===== src/rtl/reg_ram_scan_if.sv =====
// Host register RAM port as seen by the scanner: address, write enable,
// write data and the synchronous read data returned one cycle later.
`timescale 1ns/1ps
interface reg_ram_scan_if #(
    parameter int DW = 32,
    parameter int AW = 8
);
    logic [AW-1:0] reg_ram_addr;
    logic          reg_ram_wr;
    logic [DW-1:0] reg_ram_d;
    logic [DW-1:0] reg_ram_q;

    modport master (
        output reg_ram_addr,
        output reg_ram_wr,
        output reg_ram_d,
        input  reg_ram_q
    );

    modport slave (
        input  reg_ram_addr,
        input  reg_ram_wr,
        input  reg_ram_d,
        output reg_ram_q
    );
endinterface


===== src/rtl/reg_ram_scan.sv =====
// Register-RAM scanner. Polls the flags word; when the host raises bit0 it
// reads NUM_RD config words into a staging bank, writes NUM_WR status words,
// acknowledges by clearing bit0 and then publishes every config word on the
// same edge so consumers never observe a half-updated set.
`timescale 1ns/1ps
module reg_ram_scan #(
    parameter int                   DW         = 32,
    parameter int                   AW         = 8,
    parameter int                   NUM_RD     = 8,
    parameter int                   NUM_WR     = 2,
    parameter int                   FLAGS_ADDR = 0,
    parameter int                   BASE_RD    = 1,
    parameter int                   BASE_WR    = 16,
    parameter logic [NUM_RD*DW-1:0] CFG_INIT   = '0,
    parameter bit                   CLR_ON_ACK = 1'b1,
    // A zero-word status bus cannot be declared, so one unused slot is kept
    // when the write phase is disabled.
    localparam int                  WR_SLOTS   = (NUM_WR > 0) ? NUM_WR : 1
) (
    input  logic                   c,
    input  logic                   rst,
    input  logic                   en,
    reg_ram_scan_if.master         ram,
    input  logic [WR_SLOTS*DW-1:0] status_in,
    output logic [DW-1:0]          flags,
    output logic [NUM_RD*DW-1:0]   cfg,
    output logic                   cfg_update,
    output logic                   busy
);

    // The index counts RD cycles 0..NUM_RD and WR cycles 0..NUM_WR-1.
    localparam int CNT_MAX = (NUM_RD > NUM_WR) ? NUM_RD : NUM_WR;
    localparam int IW      = $clog2(CNT_MAX + 1);
    localparam logic [IW-1:0] RD_LAST = IW'(NUM_RD);
    localparam logic [IW-1:0] WR_LAST = IW'(WR_SLOTS - 1);

    typedef enum logic [2:0] {
        ST_IDLE   = 3'd0,
        ST_CHECK  = 3'd1,
        ST_RD     = 3'd2,
        ST_WR     = 3'd3,
        ST_ACK    = 3'd4,
        ST_COMMIT = 3'd5
    } state_t;

    state_t                state_r;
    state_t                state_nxt_s;
    logic [IW-1:0]         idx_r;
    logic [IW-1:0]         idx_nxt_s;
    logic [DW-1:0]         flags_r;
    logic [NUM_RD*DW-1:0]  stage_r;
    logic [NUM_RD*DW-1:0]  cfg_r;
    logic [DW-1:0]         status_word_s;
    logic [AW-1:0]         addr_s;
    logic                  wr_s;
    logic [DW-1:0]         d_s;
    logic                  go_s;

    assign go_s = (state_r == ST_CHECK) && ram.reg_ram_q[0];

    // Scan sequencing: next state and phase index
    always_comb begin
        state_nxt_s = state_r;
        idx_nxt_s   = idx_r;
        case (state_r)
            ST_IDLE: begin
                if (en) begin
                    state_nxt_s = ST_CHECK;
                end else begin
                    state_nxt_s = ST_IDLE;
                end
            end
            ST_CHECK: begin
                if (go_s) begin
                    state_nxt_s = ST_RD;
                    idx_nxt_s   = '0;
                end else begin
                    state_nxt_s = ST_IDLE;
                end
            end
            ST_RD: begin
                if (idx_r == RD_LAST) begin
                    idx_nxt_s = '0;
                    if (NUM_WR == 0) begin
                        state_nxt_s = ST_ACK;
                    end else begin
                        state_nxt_s = ST_WR;
                    end
                end else begin
                    idx_nxt_s = idx_r + IW'(1);
                end
            end
            ST_WR: begin
                if (idx_r == WR_LAST) begin
                    idx_nxt_s   = '0;
                    state_nxt_s = ST_ACK;
                end else begin
                    idx_nxt_s = idx_r + IW'(1);
                end
            end
            ST_ACK: begin
                state_nxt_s = ST_COMMIT;
            end
            ST_COMMIT: begin
                state_nxt_s = ST_IDLE;
            end
            default: begin
                state_nxt_s = ST_IDLE;
                idx_nxt_s   = '0;
            end
        endcase
    end

    // Status word selected by the write index, sampled live during WR
    always_comb begin
        status_word_s = '0;
        for (int j = 0; j < WR_SLOTS; j++) begin
            status_word_s = status_word_s |
                (status_in[j*DW +: DW] & {DW{idx_r == IW'(j)}});
        end
    end

    // RAM port decode: flags address whenever no read or write is in flight
    always_comb begin
        addr_s = AW'(FLAGS_ADDR);
        wr_s   = 1'b0;
        d_s    = '0;
        case (state_r)
            ST_RD: begin
                if (idx_r != RD_LAST) begin
                    addr_s = AW'(BASE_RD) + AW'(idx_r);
                end else begin
                    addr_s = AW'(FLAGS_ADDR);
                end
            end
            ST_WR: begin
                addr_s = AW'(BASE_WR) + AW'(idx_r);
                wr_s   = 1'b1;
                d_s    = status_word_s;
            end
            ST_ACK: begin
                if (CLR_ON_ACK) begin
                    wr_s = 1'b1;
                    d_s  = {flags_r[DW-1:1], 1'b0};
                end else begin
                    wr_s = 1'b0;
                end
            end
            default: begin
                addr_s = AW'(FLAGS_ADDR);
            end
        endcase
    end

    // State, index and flags capture
    always_ff @(posedge c) begin
        if (rst) begin
            state_r <= ST_IDLE;
            idx_r   <= '0;
            flags_r <= '0;
        end else begin
            state_r <= state_nxt_s;
            idx_r   <= idx_nxt_s;
            if (go_s) begin
                flags_r <= ram.reg_ram_q;
            end
        end
    end

    // Staging bank: RD cycle k captures the word addressed in cycle k-1
    always_ff @(posedge c) begin
        if (rst) begin
            stage_r <= CFG_INIT;
        end else if (state_r == ST_RD) begin
            for (int i = 0; i < NUM_RD; i++) begin
                if (idx_r == IW'(i + 1)) begin
                    stage_r[i*DW +: DW] <= ram.reg_ram_q;
                end
            end
        end
    end

    // Atomic publish of the whole staging bank
    always_ff @(posedge c) begin
        if (rst) begin
            cfg_r <= CFG_INIT;
        end else if (state_r == ST_COMMIT) begin
            cfg_r <= stage_r;
        end
    end

    assign ram.reg_ram_addr = addr_s;
    assign ram.reg_ram_wr   = wr_s;
    assign ram.reg_ram_d    = d_s;
    assign flags            = flags_r;
    assign cfg              = cfg_r;
    assign cfg_update       = (state_r == ST_COMMIT);
    assign busy             = go_s || (state_r == ST_RD) || (state_r == ST_WR) ||
                              (state_r == ST_ACK) || (state_r == ST_COMMIT);

endmodule

===== src/flat_wrapper.sv =====
// flat-port wrapper written by rule: the top's interface ports become plain ports
module reg_ram_scan_flat 
#(
    parameter int                   DW         = 32,
    parameter int                   AW         = 8,
    parameter int                   NUM_RD     = 8,
    parameter int                   NUM_WR     = 2,
    parameter int                   FLAGS_ADDR = 0,
    parameter int                   BASE_RD    = 1,
    parameter int                   BASE_WR    = 16,
    parameter logic [NUM_RD*DW-1:0] CFG_INIT   = '0,
    parameter bit                   CLR_ON_ACK = 1'b1,
                                                                            
                                        
    localparam int                  WR_SLOTS   = (NUM_WR > 0) ? NUM_WR : 1
)
  (c, rst, en, status_in, flags, cfg, cfg_update, busy, ram_reg_ram_addr, ram_reg_ram_wr, ram_reg_ram_d, ram_reg_ram_q);
  reg_ram_scan_if #(.DW(DW), .AW(AW)) ram_i ();
  input  logic c;
  input  logic rst;
  input  logic en;
  input  logic [WR_SLOTS*DW-1:0] status_in;
  output logic [DW-1:0] flags;
  output logic [NUM_RD*DW-1:0] cfg;
  output logic cfg_update;
  output logic busy;
  output wire logic [$bits(ram_i.reg_ram_addr)-1:0] ram_reg_ram_addr;
  output wire logic [$bits(ram_i.reg_ram_wr)-1:0] ram_reg_ram_wr;
  output wire logic [$bits(ram_i.reg_ram_d)-1:0] ram_reg_ram_d;
  input wire logic [$bits(ram_i.reg_ram_q)-1:0] ram_reg_ram_q;
  assign ram_reg_ram_addr = ram_i.reg_ram_addr;
  assign ram_reg_ram_wr = ram_i.reg_ram_wr;
  assign ram_reg_ram_d = ram_i.reg_ram_d;
  assign ram_i.reg_ram_q = ram_reg_ram_q;
  reg_ram_scan #(.DW(DW), .AW(AW), .NUM_RD(NUM_RD), .NUM_WR(NUM_WR), .FLAGS_ADDR(FLAGS_ADDR), .BASE_RD(BASE_RD), .BASE_WR(BASE_WR), .CFG_INIT(CFG_INIT), .CLR_ON_ACK(CLR_ON_ACK)) u_core (.c(c), .rst(rst), .en(en), .ram(ram_i), .status_in(status_in), .flags(flags), .cfg(cfg), .cfg_update(cfg_update), .busy(busy));
endmodule

===== config.mk =====
export PLATFORM = sky130hd
export DESIGN_NAME = reg_ram_scan_flat
export DESIGN_NICKNAME = d
export VERILOG_FILES = /design/src/rtl/reg_ram_scan_if.sv /design/src/rtl/reg_ram_scan.sv /design/src/flat_wrapper.sv
export SDC_FILE = /design/constraint.sdc
export NUM_CORES = 1
export LEC_CHECK = 0
export CAP_MARGIN = 20
export CORE_MARGIN = 2
export CORE_UTILIZATION = 45
export DETAILED_ROUTE_END_ITERATION = 8
export PLACE_DENSITY = 0.72
export SYNTH_ARGS = -nofsm -noshare
export SYNTH_HDL_FRONTEND = slang
export SYNTH_SLANG_ARGS = --single-unit

===== constraint.sdc =====
create_clock -name c -period 2.9 [get_ports c]
set_input_delay 0.435 -clock c [delete_from_list [all_inputs] [get_ports c]]
set_output_delay 0.435 -clock c [all_outputs]
set_load 0.02 [all_outputs]

==> flow_metrics.py <==
metrics = {
    "placement": {
        "numPortBuffers": 426,
        "dp_cells": 3455,
        "post-place-ws_ns": 0.273,
        "gp_congestion": 0.848,
        "dp_hpwl_um": 42600,
    },
    "global_routing": {
        "overflow": 0,
        "track_usage_pct": 28.2,
        "grt_pass1_vias": 17800,
        "grt_max_degree": 134,
        "grt_pass1_wl_um": 103000,
        "antenna_found_initial": 0,
    },
    "layout": {
        "drive_gt1_share_pct": 9.13,
        "num-nets-final": 3014,
        "fin_cells": 3557,
        "syn2layout_area_growth_pct": 28.8,
    },
    "critical_path": {
        "worst-endpoint-arrival_ns": 2.39,
        "end_kind": "output pin",
        "start_kind": "register",
        "path_class": "reg -> out",
        "path_max_fanout": 15,
        "critical_path_required_ns": 2.47,
    },
    "route": {
        "wl_um": 69300,
        "drc": 0,
        "via_per_inst": 5.33,
        "vias": 18900,
        "postRouteAntennaNets": 0,
        "wl_per_cell_um": 19.5,
        "drt_iter0_markers": 1714,
        "first_pass_iters": 6,
    },
    "synthesis": {
        "syn_inst": 2597,
        "async_reset_ff_share_pct": 0,
        "synth.avg_cell_area_sq_um": 8.00,
        "yosysUniqueCellTypes": 47,
        "synth-main-ff-cell": "dfxtp_1",
        "ys_seq_area_share_pct": 53.1,
        "synth_edf_count": 0,
        "syn_area_sq_um": 20800,
        "synth_warnings": 0,
        "ys_ff_latch": 551,
    },
    "pwr": {
        "ir_drop_mv": 0.500,
        "cellLeakagePower_nw": 9.02,
        "p_per_area_nw_per_um2": 581,
    },
    "sta": {
        "tightest_slew_ns": 1.11,
        "timing.final.crit_share_pct": 97.4,
        "worst_slack_ns": 0.0740,
        "maxSlewViolCount": 0,
        "finalCriticalPeriod_ns": 2.83,
        "finalHoldViolCount": 0,
        "fmax_mhz": 354,
        "fin_worst_skew_ns": 0.0203,
        "rsz0062_at_grt": "false",
        "slew_headroom_pct": 26.3,
        "setup_violations": 0,
    },
    "cts": {
        "cts.sinks": 551,
        "path_clk_slew_ns": 0.06,
        "cts_tree": "built",
        "cts-htree-levels": 2,
        "cts_root_buf": "clkbuf_16",
        "cts_buffer_depth": 3,
        "cts_buffers": 54,
        "clock_latency_ns": 0.61,
        "cts_setup_buffers": 0,
        "cts_hold_buf": 0,
    },
    "outcome": {
        "outcome": "complete, no violations",
    },
    "floorplan": {
        "initial_core_util_pct": 45.7,
        "rows": 78,
        "die_area_sq_um": 47900,
        "die-height_um": 219,
        "die_width_um": 219,
        "core-area_sq_um": 45500,
        "io_pins": 430,
    },
    "worst_hold_path": {
        "hold_class": "in -> reg",
    },
    "job": {
        "cap_violations": 0,
    },
}
-- cells in the mapped netlist (3+ instances only) --
master	number	area (sq um)
ha_1	4	50.1
inv_1	6	22.5
o21ai_0	4	20.0
a21oi_1	457	2290
clkbuf_8	30	413
a22oi_1	32	240
buf_12	9	180
nand3_1	9	45.0
buf_2	40	200
and3_4	3	33.8
clkbuf_1	121	454
buf_8	3	45.0
mux2i_1	3	30.0
a21oi_2	90	788
buf_1	3	11.3
nand2_1	1123	4220
and3_2	4	30.0
o21ai_1	30	150
dfxtp_1	551	11000
nor2_1	12	45.0
nand2b_1	3	18.8
buf_4	27	203
a31oi_1	4	25.0
-- worst paths after layout --
path | startpoint | to | slack [ns] | cells past startpoint
min reg2reg | u_core.stage_r[180] | u_core.cfg[180] | 0.45 | 2
max | u_core.state_r[1] | cfg_update | 0.07 | 4
min | rst | u_core.cfg[4] | 0.29 | 2
max reg2reg | u_core.state_r[0] | u_core.stage_r[103] | 0.74 | 6
-- stage by stage --
stage	hold slack [ns]	utilization [%]	area, sq um	power (W)	setup TNS, ns
floorplan	0.432	-	20800	0.00822	0
global placement	0.436	54.7	24900	0.00864	0
detailed placement	0.442	54.8	24900	0.00866	0
CTS	0.290	58.7	26700	0.0156	-0.615
global route	0.324	58.8	26800	0.0160	0
finish	0.287	58.8	26800	0.0156	0
-- area by class of cell --
cell class	count	area [sq um]
tap	600	751
clock inverter	20	184
multi-input combinational	1805	8220
inverter	8	37.5
timing repair buffer	491	4910
fill	4094	18700
antenna	1	2.50
clock buffer	81	1610
sequential	551	11000
-- worst max-delay path, cell delays in order (launching register included) --
cell and delay [ns]:
dfxtp_1 0.31, buf_4 0.19, nand3b_1 0.44, inv_8 0.18, clkdlybuf4s50_1 0.68
-- cells in the final DEF, fill, tap and decap left out, types with 3 or more instances in the layout --
cell type	n
a21oi_1	457
a21oi_2	90
a22oi_1	32
a31oi_1	4
and3_2	4
and3_4	3
buf_12	9
buf_4	53
buf_8	3
clkbuf_1	11
clkbuf_16	54
clkbuf_8	16
clkdlybuf4s50_1	390
clkinv_2	10
clkinvlp_4	3
conb_1	3
dfxtp_1	548
dlygate4sd2_1	14
dlymetal6s2s_1	19
ha_1	3
inv_1	6
inv_6	3
mux2i_1	3
nand2_1	1123
nand3_1	8
nor2_1	11
o21ai_0	3
o21ai_1	31
-- report_power, final --
group	switching, W	internal, W
Sequential	0.0000308	0.00760
Combinational	0.000570	0.000305
Clock	0.00302	0.00403
Total	0.00362	0.0119
-- routing by layer --
metal  wire length (um)  share of wire (%)  vias up  global-route usage (%)
met5                  0                  0        -                       0
met4               2570                3.7        0                    10.6
met3               5580                8.0      133                    4.80
met2              31800                 46      790                    45.2
met1              29400                 42     9040                    38.0
li1                   -                  -     8981                       -
-- timing repair --
action	4_1_cts	5_1_grt
gates resized for setup	23	27
pin swaps	0	1
setup endpoints to repair	37	24
-- cells by family after synthesis --
group,share of synthesized area [%]
buffers and inverters,7.50
multiplexers,0.144
adder cells (fa/ha/maj),0.241
flip-flops,53.1
AO/OA/AOI/OAI,17.2
other,0.0180
AND/OR/NAND/NOR,21.8
-- registers in the layout, summed over array words and instances, names as in the netlist --
signal	cells
u_core.state_r	3
u_core.idx_r	4
u_core.cfg	256
u_core.flags	32
u_core.stage_r	256
(Power assumes the default switching activity.)
